==> config.mk <==
export PLATFORM = sky130hd
export DESIGN_NAME = mem_access_ctrl_flat
export DESIGN_NICKNAME = d
export VERILOG_FILES = /design/src/rtl/mem_access_ctrl_pkg.sv /design/src/rtl/mem_access_ctrl_if.sv /design/src/rtl/mem_access_ctrl_lane_align.sv /design/src/rtl/mem_access_ctrl.sv /design/src/flat_wrapper.sv
export SDC_FILE = /design/constraint.sdc
export NUM_CORES = 1
export LEC_CHECK = 0
export CAP_MARGIN = 15
export CORE_MARGIN = 2
export CORE_UTILIZATION = 30
export CTS_CLUSTER_DIAMETER = 50
export DETAILED_ROUTE_END_ITERATION = 7
export DONT_BUFFER_PORTS = 1
export HOLD_SLACK_MARGIN = 0.08
export PLACE_DENSITY = 0.51
export SKIP_CTS_REPAIR_TIMING = 1
export SYNTH_ARGS = -nofsm -noshare
export SYNTH_HDL_FRONTEND = slang
export SYNTH_SLANG_ARGS = --single-unit
==> constraint.sdc <==
create_clock -name clk_i -period 2.6 [get_ports clk_i]
set_clock_uncertainty 0.1 [all_clocks]
set_input_delay 0.52 -clock clk_i [delete_from_list [all_inputs] [get_ports clk_i]]
set_output_delay 0.52 -clock clk_i [all_outputs]
set_load 0.01 [all_outputs]
==> src/rtl/mem_access_ctrl_pkg.sv <==
// Shared types for the load/store initiator: size encodings, FSM states and
// the request legality check used at acceptance.
package mem_ctrl_pkg;

    localparam logic [1:0] SZ_BYTE = 2'b00;
    localparam logic [1:0] SZ_HALF = 2'b01;
    localparam logic [1:0] SZ_WORD = 2'b10;
    localparam logic [1:0] SZ_ILL  = 2'b11;

    typedef enum logic [2:0] {
        ST_IDLE     = 3'd0,
        ST_RD_WAIT  = 3'd1,
        ST_RMW_WAIT = 3'd2,
        ST_WR       = 3'd3,
        ST_RESP     = 3'd4
    } state_t;

    // High for misaligned halves/words and for the reserved size code.
    function automatic logic is_bad_req(input logic [1:0] size, input logic [1:0] addr_lo);
        logic bad;
        case (size)
            SZ_BYTE: bad = 1'b0;
            SZ_HALF: bad = addr_lo[0];
            SZ_WORD: bad = (addr_lo != 2'b00);
            default: bad = 1'b1;
        endcase
        return bad;
    endfunction

endpackage

==> src/rtl/mem_access_ctrl_if.sv <==
// Request/response and data-memory port bundle for mem_access_ctrl.
// Handshake: a request transfers on a rising edge where req_valid_i and
// req_ready_o are both high; the response is a single rsp_valid_o pulse with
// no backpressure, and rsp_err_o/rsp_rdata_o are meaningful only with it.
interface mem_access_ctrl_if;

    logic        req_valid_i;
    logic        req_ready_o;
    logic        req_we_i;
    logic [1:0]  req_size_i;
    logic        req_unsigned_i;
    logic [31:0] req_addr_i;
    logic [31:0] req_wdata_i;
    logic        rsp_valid_o;
    logic [31:0] rsp_rdata_o;
    logic        rsp_err_o;
    logic        MemRead_o;
    logic        MemWrite_o;
    logic [31:0] mem_addr_o;
    logic [31:0] mem_data_o;
    logic [31:0] mem_data_i;

    modport slave (
        input  req_valid_i, req_we_i, req_size_i, req_unsigned_i, req_addr_i, req_wdata_i,
        input  mem_data_i,
        output req_ready_o, rsp_valid_o, rsp_rdata_o, rsp_err_o,
        output MemRead_o, MemWrite_o, mem_addr_o, mem_data_o
    );

    modport master (
        output req_valid_i, req_we_i, req_size_i, req_unsigned_i, req_addr_i, req_wdata_i,
        output mem_data_i,
        input  req_ready_o, rsp_valid_o, rsp_rdata_o, rsp_err_o,
        input  MemRead_o, MemWrite_o, mem_addr_o, mem_data_o
    );

endinterface

==> src/rtl/mem_access_ctrl_lane_align.sv <==
// Little-endian lane handling: extract+extend for loads, lane merge into the
// previously read word for sub-word stores.
module mem_lane_align
    import mem_ctrl_pkg::*;
(
    input  logic [31:0] rd_word,
    input  logic [31:0] wdata,
    input  logic [1:0]  addr_lo,
    input  logic [1:0]  size,
    input  logic        is_unsigned,
    output logic [31:0] load_data,
    output logic [31:0] store_data
);

    logic [4:0]  shift;
    logic [31:0] mask;
    logic [7:0]  byte_lane;
    logic [15:0] half_lane;

    always_comb begin
        shift     = 5'd0;
        mask      = 32'hFFFF_FFFF;
        load_data = rd_word;
        case (size)
            SZ_BYTE: begin
                shift = {addr_lo, 3'b000};
                mask  = 32'h0000_00FF << shift;
            end
            SZ_HALF: begin
                shift = {addr_lo[1], 4'b0000};
                mask  = 32'h0000_FFFF << shift;
            end
            default: ;
        endcase

        byte_lane = 8'(rd_word >> shift);
        half_lane = 16'(rd_word >> shift);
        if (size == SZ_BYTE) begin
            load_data = {{24{~is_unsigned & byte_lane[7]}}, byte_lane};
        end else if (size == SZ_HALF) begin
            load_data = {{16{~is_unsigned & half_lane[15]}}, half_lane};
        end

        // Word stores take the full mask, so this degenerates to wdata.
        store_data = (rd_word & ~mask) | ((wdata << shift) & mask);
    end

endmodule

==> src/rtl/mem_access_ctrl.sv <==
// Load/store initiator: one request at a time, word-only memory port,
// sub-word loads by lane extraction and sub-word stores by read-modify-write.
module mem_access_ctrl
    import mem_ctrl_pkg::*;
#(
    parameter int unsigned RD_LAT = 1
) (
    input  logic               clk_i,
    input  logic               rst_n_i,
    mem_access_ctrl_if.slave   bus,
    output state_t             dbg_state_o
);

    localparam logic [3:0] CNT_INIT = 4'(RD_LAT - 1);

    state_t      state_q, state_d;
    logic [1:0]  size_q;
    logic        uns_q;
    logic [1:0]  addr_lo_q;
    logic [31:0] wdata_q;
    logic        err_q;
    logic [3:0]  cnt_q;
    logic [31:0] mem_addr_q;
    logic [31:0] mem_data_q;
    logic [31:0] rsp_rdata_q;

    logic        accept;
    logic        bad_req;
    logic        in_wait;
    logic [31:0] load_data;
    logic [31:0] store_data;

    logic        ready;
    logic        rd_strobe;
    logic        wr_strobe;
    logic        rsp_valid;
    logic        rsp_err;

    assign accept  = (state_q == ST_IDLE) && bus.req_valid_i;
    assign bad_req = is_bad_req(bus.req_size_i, bus.req_addr_i[1:0]);
    assign in_wait = (state_q == ST_RD_WAIT) || (state_q == ST_RMW_WAIT);

    mem_lane_align u_lane_align (
        .rd_word     (bus.mem_data_i),
        .wdata       (wdata_q),
        .addr_lo     (addr_lo_q),
        .size        (size_q),
        .is_unsigned (uns_q),
        .load_data   (load_data),
        .store_data  (store_data)
    );

    always_ff @(posedge clk_i or negedge rst_n_i) begin
        if (!rst_n_i) begin
            state_q <= ST_IDLE;
        end else begin
            state_q <= state_d;
        end
    end

    always_comb begin
        state_d = state_q;
        case (state_q)
            ST_IDLE: begin
                if (bus.req_valid_i) begin
                    if (bad_req) begin
                        state_d = ST_RESP;
                    end else if (!bus.req_we_i) begin
                        state_d = ST_RD_WAIT;
                    end else if (bus.req_size_i == SZ_WORD) begin
                        state_d = ST_WR;
                    end else begin
                        state_d = ST_RMW_WAIT;
                    end
                end
            end
            ST_RD_WAIT:  if (cnt_q == 4'd0) state_d = ST_RESP;
            ST_RMW_WAIT: if (cnt_q == 4'd0) state_d = ST_WR;
            ST_WR:       state_d = ST_RESP;
            ST_RESP:     state_d = ST_IDLE;
            default:     state_d = ST_IDLE;
        endcase
    end

    // Strobes decode straight from state so an async reset drops them at once.
    always_comb begin
        ready     = (state_q == ST_IDLE);
        rd_strobe = in_wait;
        wr_strobe = (state_q == ST_WR);
        rsp_valid = (state_q == ST_RESP);
        rsp_err   = (state_q == ST_RESP) && err_q;
    end

    always_ff @(posedge clk_i or negedge rst_n_i) begin
        if (!rst_n_i) begin
            size_q      <= SZ_BYTE;
            uns_q       <= 1'b0;
            addr_lo_q   <= 2'b00;
            wdata_q     <= '0;
            err_q       <= 1'b0;
            cnt_q       <= '0;
            mem_addr_q  <= '0;
            mem_data_q  <= '0;
            rsp_rdata_q <= '0;
        end else if (accept) begin
            size_q      <= bus.req_size_i;
            uns_q       <= bus.req_unsigned_i;
            addr_lo_q   <= bus.req_addr_i[1:0];
            wdata_q     <= bus.req_wdata_i;
            err_q       <= bad_req;
            cnt_q       <= CNT_INIT;
            rsp_rdata_q <= '0;
            if (!bad_req) begin
                mem_addr_q <= {bus.req_addr_i[31:2], 2'b00};
                if (bus.req_we_i && (bus.req_size_i == SZ_WORD)) begin
                    mem_data_q <= bus.req_wdata_i;
                end
            end
        end else if (in_wait) begin
            if (cnt_q != 4'd0) begin
                cnt_q <= cnt_q - 4'd1;
            end else if (state_q == ST_RD_WAIT) begin
                rsp_rdata_q <= load_data;
            end else begin
                mem_data_q <= store_data;
            end
        end
    end

    assign bus.req_ready_o = ready;
    assign bus.MemRead_o   = rd_strobe;
    assign bus.MemWrite_o  = wr_strobe;
    assign bus.rsp_valid_o = rsp_valid;
    assign bus.rsp_err_o   = rsp_err;
    assign bus.rsp_rdata_o = rsp_rdata_q;
    assign bus.mem_addr_o  = mem_addr_q;
    assign bus.mem_data_o  = mem_data_q;
    assign dbg_state_o     = state_q;

endmodule

==> src/flat_wrapper.sv <==
// flat-port wrapper written by rule: the top's interface ports become plain ports
module mem_access_ctrl_flat import mem_ctrl_pkg::*;
#(
    parameter int unsigned RD_LAT = 1
)
  (clk_i, rst_n_i, dbg_state_o, bus_req_valid_i, bus_req_we_i, bus_req_size_i, bus_req_unsigned_i, bus_req_addr_i, bus_req_wdata_i, bus_mem_data_i, bus_req_ready_o, bus_rsp_valid_o, bus_rsp_rdata_o, bus_rsp_err_o, bus_MemRead_o, bus_MemWrite_o, bus_mem_addr_o, bus_mem_data_o);
  mem_access_ctrl_if bus_i ();
  input  logic clk_i;
  input  logic rst_n_i;
  output state_t dbg_state_o;
  input wire logic [$bits(bus_i.req_valid_i)-1:0] bus_req_valid_i;
  input wire logic [$bits(bus_i.req_we_i)-1:0] bus_req_we_i;
  input wire logic [$bits(bus_i.req_size_i)-1:0] bus_req_size_i;
  input wire logic [$bits(bus_i.req_unsigned_i)-1:0] bus_req_unsigned_i;
  input wire logic [$bits(bus_i.req_addr_i)-1:0] bus_req_addr_i;
  input wire logic [$bits(bus_i.req_wdata_i)-1:0] bus_req_wdata_i;
  input wire logic [$bits(bus_i.mem_data_i)-1:0] bus_mem_data_i;
  output wire logic [$bits(bus_i.req_ready_o)-1:0] bus_req_ready_o;
  output wire logic [$bits(bus_i.rsp_valid_o)-1:0] bus_rsp_valid_o;
  output wire logic [$bits(bus_i.rsp_rdata_o)-1:0] bus_rsp_rdata_o;
  output wire logic [$bits(bus_i.rsp_err_o)-1:0] bus_rsp_err_o;
  output wire logic [$bits(bus_i.MemRead_o)-1:0] bus_MemRead_o;
  output wire logic [$bits(bus_i.MemWrite_o)-1:0] bus_MemWrite_o;
  output wire logic [$bits(bus_i.mem_addr_o)-1:0] bus_mem_addr_o;
  output wire logic [$bits(bus_i.mem_data_o)-1:0] bus_mem_data_o;
  assign bus_i.req_valid_i = bus_req_valid_i;
  assign bus_i.req_we_i = bus_req_we_i;
  assign bus_i.req_size_i = bus_req_size_i;
  assign bus_i.req_unsigned_i = bus_req_unsigned_i;
  assign bus_i.req_addr_i = bus_req_addr_i;
  assign bus_i.req_wdata_i = bus_req_wdata_i;
  assign bus_i.mem_data_i = bus_mem_data_i;
  assign bus_req_ready_o = bus_i.req_ready_o;
  assign bus_rsp_valid_o = bus_i.rsp_valid_o;
  assign bus_rsp_rdata_o = bus_i.rsp_rdata_o;
  assign bus_rsp_err_o = bus_i.rsp_err_o;
  assign bus_MemRead_o = bus_i.MemRead_o;
  assign bus_MemWrite_o = bus_i.MemWrite_o;
  assign bus_mem_addr_o = bus_i.mem_addr_o;
  assign bus_mem_data_o = bus_i.mem_data_o;
  mem_access_ctrl #(.RD_LAT(RD_LAT)) u_core (.clk_i(clk_i), .rst_n_i(rst_n_i), .bus(bus_i), .dbg_state_o(dbg_state_o));
endmodule
==> results of run 1 <==
## cell families (layout without fill, tap and decap cells)
group	count (synthesis)	in the layout
simple gates	269	269
compound gates	182	182
flops	139	139
buf+inv	62	60
mux	53	53
xor+xnor	4	4
fa+ha+maj	2	2
other cells	1	2
## synth_stat cells, types with 2 or more instances
library cell,n,area share
and3_1,6,0.0056
a211o_1,6,0.0078
xnor2_1,2,0.0026
o32ai_1,3,0.0039
o21ai_1,33,0.025
nand2b_1,8,0.0075
a21oi_1,13,0.0097
or3_1,3,0.0028
xor2_1,2,0.0026
mux2i_1,15,0.022
a311oi_1,2,0.0026
dfrtp_1,139,0.52
nand2_1,176,0.099
o22ai_1,25,0.023
a222oi_1,5,0.0075
nor3b_2,2,0.0037
ha_1,2,0.0037
buf_2,19,0.014
a21o_1,4,0.0045
clkbuf_1,20,0.011
a31oi_1,21,0.020
a21oi_2,2,0.0026
a31o_2,2,0.0026
mux2_2,7,0.012
mux2_1,31,0.052
o21ai_0,44,0.033
o211ai_1,11,0.012
a211oi_1,7,0.0078
buf_6,4,0.0067
inv_1,10,0.0056
nand3_1,7,0.0052
nor2_1,52,0.029
and2_1,2,0.0019
nor3_1,7,0.0052
buf_4,7,0.0078
## power by group through the flow
stage / logic (mW) / clock network [mW] / registers [mW]
detailed placement: 3.95 / 0 / 4.47
CTS: 3.97 / 2.42 / 4.43
finish: 3.96 / 2.37 / 4.41
floorplan: 3.08 / 0 / 4.07
global route: 4.45 / 2.51 / 4.54
global placement: 3.91 / 0 / 4.46
## registers in the layout, indices dropped and copies added (netlist names)
register	flops
u_core.addr_lo_q	2
u_core.bus.mem_addr_o	30
u_core.bus.mem_data_o	32
u_core.bus.rsp_rdata_o	32
u_core.cnt_q	4
u_core.dbg_state_o	3
u_core.err_q	1
u_core.size_q	2
u_core.uns_q	1
u_core.wdata_q	32
## stage by stage
step	std cells	instance area [µm²]	hold WS [ns]	power, mW
finish	991	7550	-0.298	10.7
global route	991	7550	-0.327	11.5
CTS	991	7540	-0.325	10.8
detailed placement	962	6980	0.135	8.41
global placement	962	6980	0.137	8.36
floorplan	713	6710	0.124	7.16
## cell type report
cell class | count | area share
sequential | 139 | 0.461
inverter | 11 | 0.00547
clock inverter | 11 | 0.0166
tap | 280 | 0.0464
multi-input combinational | 512 | 0.388
timing repair buffer | 20 | 0.0249
clock buffer | 18 | 0.0582
## worst max-delay path, stage by stage (launching register included)
cell and delay, ns:
dfrtp_1 0.54, nand2b_1 0.35, buf_4 0.23, a21oi_2 0.34, mux2i_1 0.26, o21ai_0 0.09, mux2_1 0.29
## per-layer routing
layer	share of wire	vias up	wire (µm)
li1	-	2463	-
met1	0.43	2567	9310
met2	0.44	231	9550
met3	0.11	21	2450
met4	0.015	0	334
met5	0	-	0
## worst max path at each step
| stage | from | cells after the start | endpoint |
|---|---|---|---|
| after floorplan | bus_req_size_i[0] | 5 | u_core.bus.mem_data_o[6] |
| after global placement | u_core.size_q[0] | 5 | u_core.bus.rsp_rdata_o[31] |
| after detailed placement | u_core.size_q[0] | 5 | u_core.bus.rsp_rdata_o[26] |
| after CTS | u_core.size_q[0] | 5 | u_core.bus.rsp_rdata_o[26] |
| after global routing | u_core.cnt_q[1] | 7 | u_core.bus.rsp_rdata_o[30] |
| final | u_core.size_q[0] | 6 | u_core.bus.mem_data_o[6] |
==> results.md, run 1 <==
• PD cells: 1420 nW/µm²
• highest-count cells in the layout ignoring fill and taps: nand2_1, dfrtp_1, nor2_1, o21ai_0, o21ai_1
• starting DRC count in detailed routing: 356
• final number of hold-violating endpoints: 139
• Clk Latency, worst-skew pair: 0.42 ns
• largest family of logic cells by synthesized area: simple AND/OR/NAND/NOR gates
• compound-gate portion of the synthesized area: 0.169
• r2r startpoint: u_core.size_q[0]
• area of the core region: 21,900 µm²
• CTS H-Tree Depth: 4
• most common cell after layout, fill and taps aside: nand2_1
• total routing resource utilization after global routing: 0.183
• number of DRC violations after detailed routing: 0
• Die Area: 23,600 µm²
• clock root cell: clkbuf_16
• reported max-cap violation count: 0
• endpoint of the most critical register-to-register path: u_core.bus.mem_data_o[6]
• Max Fclk: 432 MHz
• count of boundary I/O pins: 207
• Async S/R FF share, synth: 1.00
• xor and xnor area share after synthesis: 0.00523
• Final GP Congestion: 0.833
• RSZ-0062 raised after global routing: no
• Max Buffers Root-to-Sink: 2
• # rows: 54
• sequential cell area fraction in the yosys report: 0.519
• sw power: 4.55 mW
• vertical die dimension: 153 µm
• Global Route met3 Usage: 0.0757
• failing checks: hold timing
• number of clock sinks: 139
• Mapped Cells: 712
• worst path arrival time: 2.52 ns
• global-route wire length before repair: 32.8 mm
• clock share of power: 0.221
• sequential share of power: 0.410
• horizontal extent of the die: 153 µm
• EDFF count, synth: 0
• Max FO, Critical Path: 14
• Post-Synth Simple-Gate Area: 0.169
• average detailed-routed wire length per instance: 21.8 µm
• share of total power consumed by net switching: 0.424
• mux contribution to synthesized area: 0.0862
• vias in the first global route: 5,210
• area taken by multi-input logic gates: 2930 µm²
• Hold WC Path Type: input port to asynchronous set/reset pin
• Starting Density: 0.306
• synth-to-layout area growth: 12.7%
• total routed wirelength: 21.6 mm
• crit path time final: 2.32 ns
• Sequential Area: 3480 µm²
• outcome: finished, violations left
• worst-case reg-to-reg path depth: 6
• maximum resistive drop on vdd: 0.000521 V
• share of the core filled with cells in the final layout: 0.345
• worst reg-to-reg setup slack: 0.28 ns
• Int Power: 6.18 mW
• post-synth cell types: 48
• number of CTS-inserted buffers: 17
• Worst Setup Start Kind: register
• # diodes: 0
• iteration count of the initial detailed-routing pass: 5
• Slew Viols, Final: 0
• Critical Path End Type: register
• post-route worst setup slack: 0.283 ns
• number of storage elements in the synthesis netlist: 139
• Period Utilization, post-route: 0.891
• combinational share of power: 0.369
• met1 global-route usage: 0.249
• global-route met2 utilization: 0.267
• count of endpoints failing setup in the final report: 0
• final HPWL from detailed placement: 15.5 mm
• max-slew headroom at the worst pin: 0.264
• post-CTS clock slew at the launch and capture registers of the worst setup and hold paths: 0.06 ns
• Via Count: 5,282
• sum of negative setup slack: 0 ns
• Synthesis Warnings: 0
• busiest layer in global routing: met2
• adder-cell share of the synthesized area: 0.00373
• Worst Tran Pin Value: 1.10 ns
• fillcell total: 2,276
• reported leakage power: 3.31 nW
• via density per instance: 5.33
• residual overflow from global routing: 0
• TritonCTS clock tree: yes
• required arrival time at the worst endpoint: 2.80 ns
• pre-CTS setup slack: 0.164 ns
• CP Class: register to register
• number of buffers added on ports: 0
• fraction of final layout cells sized beyond drive strength 1: 0.0970
• syn_area_per_cell: 9.41 µm²
• largest net degree at the start of global routing: 140
• most common flop cell mapped by yosys: dfrtp_1
• initial antenna violation count: 0
• minimum hold slack: -0.298 ns
• Layout Nets: 806
• post-synth design cell area: 6700 µm²
• number of nets with antenna violations after routing: 0
No activity file was read; power rests on OpenSTA's default activity.
==> run 2, diff against run 1 <==
--- a/config.mk
+++ b/config.mk
@@ -13,6 +13,7 @@
 export DONT_BUFFER_PORTS = 1
 export HOLD_SLACK_MARGIN = 0.08
 export PLACE_DENSITY = 0.51
+export REMOVE_ABC_BUFFERS = 1
 export SKIP_CTS_REPAIR_TIMING = 1
 export SYNTH_ARGS = -nofsm -noshare
 export SYNTH_HDL_FRONTEND = slang
==> run 2 against run 1 <==
Effect of this change: the run still ends with hold timing left; register-to-register slack got worse by 0.03 ns; non-clock buffer count increased by 8; clock power grew 14%; critical endpoint is now u_core.bus.rsp_rdata_o[28]; largest cell class unchanged; largest power group unchanged.
==> results.md, run 2 (synthesized netlist as in run 1, its figures left out) <==
• outcome: finished, violations left
• failing checks: hold timing
• total routing resource utilization after global routing: 0.188
• Slew Viols, Final: 0
• via density per instance: 5.30
• Design Power: 11.3 mW
• post-CTS clock slew at the launch and capture registers of the worst setup and hold paths: 0.06 ns
• residual overflow from global routing: 0
• required arrival time at the worst endpoint: 2.83 ns
• Cell Count, Final, Fillers Out: 1,002
• Max Fclk: 426 MHz
• # diodes: 0
• post-route cell area: 7710 µm²
• r2r startpoint: u_core.cnt_q[0]
• share of the core filled with cells in the final layout: 0.352
• final HPWL from detailed placement: 15.2 mm
• synth-to-layout area growth: 15.0%
• final number of hold-violating endpoints: 139
• fillcell total: 2,264
• total routed wirelength: 21.9 mm
• starting DRC count in detailed routing: 302
• vias in the first global route: 5,395
• Max FO, Critical Path: 16
• endpoint of the most critical register-to-register path: u_core.bus.rsp_rdata_o[28]
• count of endpoints failing setup in the final report: 0
• iteration count of the initial detailed-routing pass: 7
• global-route wire length before repair: 33.6 mm
• Die Area: 23,600 µm²
• number of clock sinks: 139
• initial antenna violation count: 0
• worst reg-to-reg setup slack: 0.25 ns
• Period Utilization, post-route: 0.904
• Final GP Congestion: 0.759
• Layout Nets: 814
• clock root cell: clkbuf_16
• # rows: 54
• Max Buffers Root-to-Sink: 2
• PD cells: 1460 nW/µm²
• worst path arrival time: 2.58 ns
• horizontal extent of the die: 153 µm
• most common cell after layout, fill and taps aside: nand2_1
• Starting Density: 0.306
• Clk Latency, worst-skew pair: 0.42 ns
• number of nets with antenna violations after routing: 0
• CTS H-Tree Depth: 4
• crit path time final: 2.35 ns
• TritonCTS clock tree: yes
• vertical die dimension: 153 µm
• instance area at placement: 7050 µm²
• post-placement cell count: 970
• number of DRC violations after detailed routing: 0
• Critical Path End Type: register
• fraction of final layout cells sized beyond drive strength 1: 0.109
• Worst Setup Start Kind: register
• max-slew headroom at the worst pin: 0.534
• highest-count cells in the layout ignoring fill and taps: nand2_1, dfrtp_1, nor2_1, o21ai_0, o21ai_1
• reported max-cap violation count: 0
• number of buffers added on ports: 0
• largest net degree at the start of global routing: 140
• maximum resistive drop on vdd: 0.000481 V
• number of CTS-inserted buffers: 17
• average detailed-routed wire length per instance: 21.8 µm
• Hold WC Path Type: input port to asynchronous set/reset pin
• minimum hold slack: -0.314 ns
• area of the core region: 21,900 µm²
• reported leakage power: 3.40 nW
• CP Class: register to register
• Via Count: 5,313
• Worst Tran Pin Value: 0.699 ns
• count of boundary I/O pins: 207
• worst-case reg-to-reg path depth: 7
run 2: cell count changes in the layout (fill, tap and decap cells not counted), sizes merged:
cell,previous run,this run
buf,20,28
bufinv,2,5
clkinvlp,5,3
inv,10,12
run 2: per-stage QoR:
step | worst slack, ns | TNS, ns | hold slack, ns
2_1_floorplan | -1.47 | -55.31 | 0.124
3_3_place_gp | 0.221 | 0 | 0.127
5_1_grt | -0.0462 | -0.183 | -0.340
4_1_cts | 0.0723 | 0 | -0.332
3_5_place_dp | 0.117 | 0 | 0.127
6_report | 0.250 | 0 | -0.314
run 2: how the worst max path moves through the flow:
stage                           from                    endpoint  slack (ns)  cells past startpoint
2_1_floorplan  u_core.dbg_state_o[0]   u_core.bus.mem_addr_o[10]       -1.47                      3
3_3_place_gp         u_core.cnt_q[0]  u_core.bus.rsp_rdata_o[23]        0.22                      7
3_5_place_dp         u_core.cnt_q[0]  u_core.bus.rsp_rdata_o[21]        0.12                      7
4_1_cts              u_core.cnt_q[0]  u_core.bus.rsp_rdata_o[21]        0.07                      7
5_1_grt              u_core.cnt_q[0]  u_core.bus.rsp_rdata_o[27]       -0.05                      7
6_report             u_core.cnt_q[0]  u_core.bus.rsp_rdata_o[28]        0.25                      7
run 2: critical path, stage by stage, from the launching register on:
cell and delay (ns):
dfrtp_1 0.41, inv_1 0.09, ha_1 0.13, nor3b_2 0.29, nand3b_1 0.36, nor3_1 0.44
a21oi_4 0.22, o21ai_0 0.22
run 2: metal layers:
metal | global-route usage | vias to the layer above | part of all wire
li1 | - | 2480 | -
met4 | 0.0651 | 0 | 0.025
met5 | 0 | - | 0
met3 | 0.0780 | 32 | 0.092
met1 | 0.237 | 2585 | 0.43
met2 | 0.293 | 216 | 0.45
run 2: where the power goes:
group          internal (mW)  switching [mW]  total, mW
registers               3.19            1.18       4.37
clock network           1.71           0.994       2.70
logic                   1.67            2.52       4.19
total                   6.57            4.69       11.3
run 2: area by class of cell:
class,instances,area (µm²),area share
Sequential cell,139,3480,0.451
Clock inverter,14,218,0.0282
Timing Repair Buffer,28,260,0.0338
Multi-Input combinational cell,512,2930,0.380
Inverter,11,41.3,0.00536
Tap cell,280,350,0.0454
Clock buffer,18,429,0.0557
==> run 3, diff against run 2 <==
--- a/config.mk
+++ b/config.mk
@@ -6,7 +6,6 @@
 export NUM_CORES = 1
 export LEC_CHECK = 0
 export CAP_MARGIN = 15
-export CORE_MARGIN = 2
 export CORE_UTILIZATION = 30
 export CTS_CLUSTER_DIAMETER = 50
 export DETAILED_ROUTE_END_ITERATION = 7
==> run 3 against run 2 <==
Effect of this change: the run still ends with hold timing left; setup slack gained 0.022 ns; wire length shrank 0.25%; sequential share of layout area grew 0.36 points; largest power group unchanged.
==> results.md, run 3 (synthesized netlist as in run 1, its figures left out) <==
• critical-path cell list: buf_4 > inv_1 > a21o_1 > a221oi_2 > a21oi_1 > o21ai_0
• area of the core region: 21,900 µm²
• Final GP Congestion: 0.784
• highest-count cells in the layout ignoring fill and taps: nand2_1, dfrtp_1, nor2_1, o21ai_0, o21ai_1
• RSZ-0062 raised after global routing: no
• fillcell total: 2,263
• vertical die dimension: 151 µm
• required arrival time at the worst endpoint: 2.83 ns
• largest net degree at the start of global routing: 140
• PD cells: 1440 nW/µm²
• fraction of final layout cells sized beyond drive strength 1: 0.108
• number of clock sinks: 139
• worst reg-to-reg setup slack: 0.27 ns
• number of buffers added on ports: 0
• Max Fclk: 430 MHz
• crit path time final: 2.33 ns
• r2r startpoint: u_core.addr_lo_q[1]
• clock root cell: clkbuf_16
• CP Class: register to register
• Hold WC Path Type: input port to asynchronous set/reset pin
• average detailed-routed wire length per instance: 21.8 µm
• CTS H-Tree Depth: 4
• total routed wirelength: 21.8 mm
• failing checks: hold timing
• # diodes: 0
• post-CTS clock slew at the launch and capture registers of the worst setup and hold paths: 0.06 ns
• synth-to-layout area growth: 14.1%
• post-route worst setup slack: 0.272 ns
• Worst Setup Start Kind: register
• Period Utilization, post-route: 0.895
• minimum hold slack: -0.304 ns
• TritonCTS clock tree: yes
• final HPWL from detailed placement: 15.2 mm
• Slew Viols, Final: 0
• initial antenna violation count: 0
• reported max-cap violation count: 0
• largest delay contributor family on the critical path: compound AO/OA/AOI/OAI gates
• total routing resource utilization after global routing: 0.195
• Via Count: 5,331
• Critical Path End Type: register
• endpoint of the most critical register-to-register path: u_core.bus.rsp_rdata_o[15]
• pre-CTS setup slack: 0.0742 ns
• outcome: finished, violations left
• number of DRC violations after detailed routing: 0
• Sequential Area: 3480 µm²
• Worst Tran Pin Value: 0.865 ns
• instance area at placement: 7040 µm²
• biggest cell delay along the critical path: 0.45 ns
• Max FO, Critical Path: 28
• Clk Latency, worst-skew pair: 0.42 ns
• post-route cell area: 7650 µm²
• Die Area: 22,900 µm²
• Max Buffers Root-to-Sink: 2
• via density per instance: 5.32
• reported leakage power: 3.37 nW
• max-slew headroom at the worst pin: 0.423
• final number of hold-violating endpoints: 139
• starting DRC count in detailed routing: 352
• most common cell after layout, fill and taps aside: nand2_1
• number of nets with antenna violations after routing: 0
• worst path arrival time: 2.55 ns
• maximum resistive drop on vdd: 0.000459 V
• residual overflow from global routing: 0
• iteration count of the initial detailed-routing pass: 5
• worst-case reg-to-reg path depth: 6
• count of boundary I/O pins: 207
• global-route wire length before repair: 32.5 mm
• Buf/Inv on CP: 2
• critical path's slowest cell: a221oi_2
• Layout Nets: 814
• vias in the first global route: 5,201
• count of endpoints failing setup in the final report: 0
• area taken by multi-input logic gates: 2930 µm²
• # rows: 54
• number of CTS-inserted buffers: 17
• horizontal extent of the die: 151 µm
• Starting Density: 0.306
[run 3: metrics by stage]
stage | total power, mW | TNS (ns) | instances | util
after floorplan | 6.92 | -55.31 | 662 | -
after global placement | 8.53 | 0 | 970 | 0.322
after detailed placement | 8.58 | 0 | 970 | 0.322
after CTS | 11.1 | 0 | 1002 | 0.349
after global routing | 11.9 | 0 | 1002 | 0.349
final | 11.0 | 0 | 1002 | 0.349
[run 3: how the worst max path moves through the flow]
stage | end | from | depth (start not counted)
finish | u_core.bus.rsp_rdata_o[15] | u_core.addr_lo_q[1] | 6
global route | u_core.bus.rsp_rdata_o[13] | u_core.cnt_q[0] | 9
CTS | u_core.bus.rsp_rdata_o[28] | u_core.cnt_q[0] | 7
detailed placement | u_core.bus.rsp_rdata_o[30] | bus_mem_data_i[31] | 5
global placement | u_core.bus.rsp_rdata_o[30] | bus_mem_data_i[31] | 5
floorplan | u_core.bus.mem_addr_o[10] | u_core.dbg_state_o[0] | 3
[run 3: power breakdown]
| group | internal [mW] | switching, mW | leakage (nW) | total [mW] |
|---|---|---|---|---|
| sequential | 3.19 | 1.17 | 1.72 | 4.36 |
| clock | 1.51 | 0.985 | 0.283 | 2.50 |
| combinational | 1.65 | 2.51 | 1.37 | 4.16 |
| total | 6.35 | 4.66 | 3.37 | 11.0 |
[run 3: cell type report]
class,count,area share
flip-flops and latches,139,0.455
multi-input cells,512,0.383
clock buffers,18,0.0561
well taps,280,0.0458
repair buffers,28,0.0324
clock inverters,14,0.0222
inverters,11,0.00540
[run 3: metal layers]
metal,global-route usage,vias up,wire [µm]
li1,-,2478,-
met1,0.245,2580,9060
met2,0.308,249,10000
met3,0.0763,24,2320
met4,0.0585,0,393
met5,0,-,0
